<file path="config.mk">
export PLATFORM = sky130hd
export DESIGN_NAME = fetch_stage
export DESIGN_NICKNAME = d
export VERILOG_FILES = /design/src/rtl/fetch_stage.sv
export SDC_FILE = /design/constraint.sdc
export NUM_CORES = 1
export LEC_CHECK = 0
export CAP_MARGIN = 10
export CORE_MARGIN = 1.5
export CORE_UTILIZATION = 64
export DETAILED_ROUTE_END_ITERATION = 6
export DONT_BUFFER_PORTS = 1
export PLACE_DENSITY = 0.8
export SLEW_MARGIN = 20
export SYNTH_ARGS = -nofsm -noshare
export SYNTH_HDL_FRONTEND = slang
export SYNTH_SLANG_ARGS = --single-unit
</file>
<file path="constraint.sdc">
create_clock -name clk -period 4.4 [get_ports clk]
set_clock_uncertainty 0.2 [all_clocks]
set_input_delay 0.22 -clock clk [delete_from_list [all_inputs] [get_ports clk]]
set_output_delay 0.22 -clock clk [all_outputs]
set_load 0.05 [all_outputs]
</file>
<file path="src/rtl/fetch_stage.sv">
// Instruction fetch stage: PC register, instruction-memory handshake,
// one-entry skid buffer for responses that arrive while decode is stalled,
// and the IF/ID pipeline register.
module fetch_stage #(
  parameter logic [31:0] RESET_PC  = 32'h0000_0000,
  parameter logic [31:0] NOP_INSTR = 32'h0000_0013
) (
  input  logic        clk,
  input  logic        rst,
  input  logic        stall_in,
  input  logic        flush_in,
  input  logic [31:0] redirect_pc_in,
  output logic        imem_req_out,
  output logic [31:0] imem_addr_out,
  input  logic [31:0] imem_rdata_in,
  input  logic        imem_ready_in,
  output logic [31:0] if_id_instr_out,
  output logic [31:0] if_id_pc_out,
  output logic [31:0] if_id_pc_plus4_out,
  output logic        if_id_valid_out
);

  typedef enum logic {FETCH = 1'b0, HOLD = 1'b1} state_t;

  state_t      r_state;
  logic [31:0] r_pc;
  logic [31:0] r_skid_instr;
  logic [31:0] r_skid_pc;
  logic [31:0] r_instr;
  logic [31:0] r_id_pc;
  logic [31:0] r_id_pc4;
  logic        r_valid;

  logic        w_accept;
  logic [31:0] w_pc_plus4;

  // Request only from FETCH; reset masks it so nothing issues before PC is known.
  assign imem_req_out  = (r_state == FETCH) && !rst;
  assign imem_addr_out = r_pc;
  assign w_accept      = imem_req_out && imem_ready_in;
  assign w_pc_plus4    = r_pc + 32'd4;

  assign if_id_instr_out    = r_instr;
  assign if_id_pc_out       = r_id_pc;
  assign if_id_pc_plus4_out = r_id_pc4;
  assign if_id_valid_out    = r_valid;

  // FETCH/HOLD state machine with PC, skid buffer and IF/ID register.
  // Priority: reset, then flush, then stall/response handling.
  always_ff @(posedge clk) begin
    if (rst) begin
      r_state      <= FETCH;
      r_pc         <= RESET_PC;
      r_skid_instr <= '0;
      r_skid_pc    <= '0;
      r_instr      <= NOP_INSTR;
      r_id_pc      <= 32'd0;
      r_id_pc4     <= 32'd4;
      r_valid      <= 1'b0;
    end else if (flush_in) begin
      // Redirect wins over stall and drops any response in this cycle.
      r_state      <= FETCH;
      r_pc         <= {redirect_pc_in[31:2], 2'b00};
      r_skid_instr <= '0;
      r_skid_pc    <= '0;
      r_instr      <= NOP_INSTR;
      r_valid      <= 1'b0;
    end else begin
      case (r_state)
        FETCH: begin
          if (w_accept && !stall_in) begin
            r_instr  <= imem_rdata_in;
            r_id_pc  <= r_pc;
            r_id_pc4 <= w_pc_plus4;
            r_valid  <= 1'b1;
            r_pc     <= w_pc_plus4;
          end else if (w_accept) begin
            // Decode is stalled: park the word so it is not lost.
            r_skid_instr <= imem_rdata_in;
            r_skid_pc    <= r_pc;
            r_state      <= HOLD;
          end else if (!stall_in) begin
            r_instr <= NOP_INSTR;
            r_valid <= 1'b0;
          end
        end
        HOLD: begin
          if (!stall_in) begin
            r_instr  <= r_skid_instr;
            r_id_pc  <= r_skid_pc;
            r_id_pc4 <= r_skid_pc + 32'd4;
            r_valid  <= 1'b1;
            r_pc     <= w_pc_plus4;
            r_state  <= FETCH;
          end
        end
        default: r_state <= FETCH;
      endcase
    end
  end

endmodule

</file>
Word level (Yosys, flattened, before mapping)

Index checks and enable logic that the tools add are counted.

Bits in registers: 194
Bits of input ports: 69
Output and inout bits: 130
Word-level logic and storage cells: 54

Add/subtract/negate cells: 2
Eq/ne operators: 6
Mux-type cells: 23
Bitwise gates (word level): 3
Reductions and logical operators: 11

Operators by type and width:

| kind                  | number |
|---|---|
| $mux 32               | 10 |
| $pmux 32 s2           | 4 |
| $add 32x3->32 const B | 2 |
| $ne 3x2->1 const B    | 3 |
| $reduce_and 3->1      | 3 |
| $mux 1                | 7 |
| $pmux 1 s2            | 2 |
| $reduce_and 2->1      | 2 |
| $logic_and 1x1->1     | 3 |
| $ne 3x3->1 const B    | 1 |
| $not 1->1             | 3 |
| $logic_not 1->1       | 2 |
| $ne 2x1->1 const B    | 1 |
| $ne 2x2->1 const B    | 1 |
| $reduce_or 2->1       | 1 |

Longest topological paths before layout

Depth in word-level cells: 7
Depth in mapped cells: 8
Mapped depth without buffers: 7

Worst setup path before layout

OpenSTA, ideal clock, no wires.

Path type: register -> register
From: reg r_pc[2] (netlist: imem_addr_out[2])
To: reg r_pc[20] (netlist: imem_addr_out[20])
Setup time: 91 ps
Arrival: 2406 ps
Data required time: 4109 ps
Path slack: 1703 ps
Stages on the path, launching flop included: 7
Path buffers: 0
Cells stage by stage: dfxtp_1 -> ha_1 -> nand4_4 -> nor4_4 -> nand3_4 -> or3_1 -> a311oi_1

Longest elaborated chain between the ends: 4
Elaborated cells between the ends (all ways): 5
Classes of those cells: 1 x add/sub; 4 x mux

RTL lines:

| element                           | RTL line | source |
|---|---|---|
| start: declaration                | 26       | `logic [31:0] r_pc;` |
| start signal: assignment          | 63       | `r_pc <= {redirect_pc_in[31:2], 2'b00};` |
| start signal: assignment          | 76       | `r_pc <= w_pc_plus4;` |
| start signal: assignment          | 93       | `r_pc <= w_pc_plus4;` |
| $add 32x3->32 (*)                 | 41       | `assign w_pc_plus4 = r_pc + 32'd4;` |
| $mux 32, on equally long branches | 88, 71   |  |
| $pmux 32 s2 (*)                   | 69       | `case (r_state)` |
| $mux 32 (*)                       | 60       | `end else if (flush_in) begin` |

Mark *: on every way between the ends. The rest lies on a longest branch, timed or not. The select of a mux whose other input is x is not followed.
A chain may end at the register's enable or synchronous reset.

Worst setup path after layout

From: reg r_pc[2] (netlist: imem_addr_out[2])
To: reg r_pc[29] (netlist: imem_addr_out[29])

Same word-level chain as after synthesis.

==> metrics.csv <==
stage,metric,value,unit
run,drv_cap,0,
synth,synth-main-ff-cell,dfxtp_1,
route,drtIter0Drc,920,
layout,layout_common_cells,"nand2_1 (239), dfxtp_1 (185), nor2_1 (135), a21oi_1 (91), dlygate4sd3_1 (69)",
global_routing,top_usage_layer,met2,
power,power.density,375,nW/um^2
layout,area_growth,15.9,%
route,drcViolationCount,0,
clock_tree,clockBufferDepth,2,
clock_tree,cts_resized,0,
worst_setup_path,cpMostUsedCell,nand4_1,
place,gp_routability_congestion,0.861,
place,pre_cts_slack,1.23,ns
global_routing,use_met3,9.26,%
layout,mostFrequentLayoutCell,nand2_1,
global_routing,overflow,0,
synth,yosysUniqueCellTypes,60,
layout,final_util,76.9,%
sta,min_period,3.61,ns
synth,synth_cells,1111,
worst_setup_path,path_cells,nand4_1 -> nor4_4 -> nand4_1 -> xnor2_1 -> nand2_1 -> a21oi_1 -> dlygate4sd3_1,
sta,rsz0062_at_grt,no,
worst_setup_path,cpPeakStageDelay,0.93,ns
place,port_buffers,0,
layout,drive_gt1_share,6.82,%
clock_tree,htreeDepth,4,
place,placed_cell_area,8930,um^2
clock_tree,cts_tree,built,
route,num_vias,8258,
sta,maxSlewViolCount,0,
clock_tree,cts_sinks,186,
layout,final_area,10300,um^2
die,ioPinCount,199,
route,via_per_inst,6.26,
worst_setup_path,crit_required,4.57,ns
layout,layout.nets,1202,
sta,setup_viol,0,
global_routing,grtUsageMet2,56.1,%
clock_tree,holdBufCountCts,71,
power,vdd_drop_max,0.306,mV
worst_setup_path,arrival,3.78,ns
synth,synth-seq-cells,186,
worst_setup_path,crit_slowest_cell,nor4_4,
die,core,13400,um^2
route,wl_per_cell,19.0,um
global_routing,grt_max_degree,84,
die,die_h,121,um
die,rows,42,
layout,antenna_cells,0,
route,antenna_left,0,
clock_tree,cts-buffers-inserted,17,
synth,netlist_area,8890,um^2
worst_setup_path,critPathBufInv,1,
synth,synth_seq_area_share,41.9,%
sta,maxSlewHeadroom,25.2,%
global_routing,gr-usage-all-layers,34.2,%
global_routing,grt_pass1_vias,7848,
power,leakage,3.47,nW
clock_tree,clk_pin_slew,0.07,ns
synth,synth-edff-count,0,
die,die_x,121,um
global_routing,grt_pass1_wl,40000,um
die,die-area,14600,um^2
sta,period_share,82.1,%
clock_tree,post_cts_buffers,0,
clock_tree,cts_root_buffer,clkbuf_16,
sta,fmaxAchievable,0.277,GHz
worst_setup_path,cp-start-kind,flop,
synth,async_flop_share,0,%
worst_setup_path,endpoint_kind,flop,
synth,synthesis.yosys.warnings,0,
sta,final-hold-violation-count,0,
global_routing,antenna_found_initial,0,
sta,worstMarginPinSlew,1.11,ns
global_routing,grt_util_met1,42.9,%
worst_setup_path,critical-path-top-delay-family,simple AND/OR/NAND/NOR gates,
power,total_power,0.00386,W
worst_setup_path,crit_type,reg2reg,
synth,syn_area_per_cell,8.00,um^2
die,floorplan.initialDensity,66.3,%
sta,setup_tns,0,ns
worst_setup_path,crit_path_max_fanout,16,
hold_path,hold_class,in2reg,
sta,finalWorstSetupSlack,0.788,ns
status,status,"complete, no violations",
clock_tree,clk_latency,0.43,ns
route,dr.pass1.iters,7,
route,routed_wl,25100,um
place,dp_hpwl,15400,um
-- power by group --
group          internal, W  leakage [nW]  switching, W  total (W)
logic             0.000136          1.65      0.000227   0.000363
clock network     0.000983         0.309      0.000636    0.00162
registers          0.00173          1.51      0.000151    0.00188
total              0.00285          3.47       0.00101    0.00386
-- cell families after synthesis --
family	after synthesis	synth area share, %
AO/OA/AOI/OAI	209	15.6
XOR/XNOR	74	7.29
adder cells (fa/ha/maj)	2	0.281
buffers and inverters	107	5.15
flip-flops	186	41.9
multiplexers	54	6.12
other	1	0.0422
AND/OR/NAND/NOR	478	23.7
-- routing by layer --
layer  vias to the layer above  part of all wire [%]
li1                       3851                     -
met1                      3910                    40
met2                       440                    48
met3                        57                   9.9
met4                         0                   2.5
met5                         -                     0
-- through the flow --
stage                     cells  hold WS (ns)
after global routing       1319        0.0843
final                      1319        0.0815
after detailed placement   1217         0.115
after floorplan            1116         0.156
after CTS                  1319        0.0526
after global placement     1217         0.114
-- worst reg2reg max path, cell delays in order (launching register included) --
cell	delay (ns)
dfxtp_1	0.80
nand4_1	0.37
nor4_4	0.93
nand4_1	0.25
xnor2_1	0.23
nand2_1	0.08
a21oi_1	0.15
dlygate4sd3_1	0.55
-- cell usage after synthesis, drive strengths merged, types with 3 or more instances --
master	number	area [um^2]
mux2i	51	510
and2	4	25.0
a221oi	31	272
xor2	36	315
nand4	27	199
nand2	240	901
clkbuf	63	238
buf	39	201
inv	4	15.0
nand3	29	158
a311oi	3	26.3
and4	4	36.3
and3	9	56.3
a22o	5	43.8
a32o	4	40.0
o21ai	12	60.1
or3	3	18.8
dfxtp	186	3720
o211ai	10	75.1
a21oi	92	464
mux2	3	33.8
nor3	9	50.1
a211oi	33	248
a21o	4	30.0
nor4	10	98.8
nor2	136	510
xnor2	38	333
-- path summary, 6_finish.rpt --
| check | start | endpoint | slack, ns | depth (start not counted) |
|---|---|---|---|---|
| worst max register to register | imem_addr_out[2] | imem_addr_out[29] | 0.79 | 7 |
| worst min register to register | r_skid_instr[9] | r_skid_instr[9] | 0.25 | 2 |
| worst max-delay path | imem_addr_out[2] | imem_addr_out[29] | 0.79 | 7 |
| worst min-delay path | flush_in | if_id_pc_plus4_out[17] | 0.08 | 3 |
-- flip-flops by register name, summed over array words and instances, names as in the netlist --
register	cells
if_id_valid_out	1
if_id_pc_out	30
r_skid_instr	32
if_id_instr_out	32
if_id_pc_plus4_out	30
r_state	1
imem_addr_out	30
r_skid_pc	30
-- cell type report --
type	count	area, um^2
clock buffer	25	515
clock inverter	6	109
fill	975	3100
inverter	5	18.8
multi-input combinational	823	4750
sequential	186	3730
tap	176	220
timing repair buffer	98	961
Power figures use the tool's default switching activity.
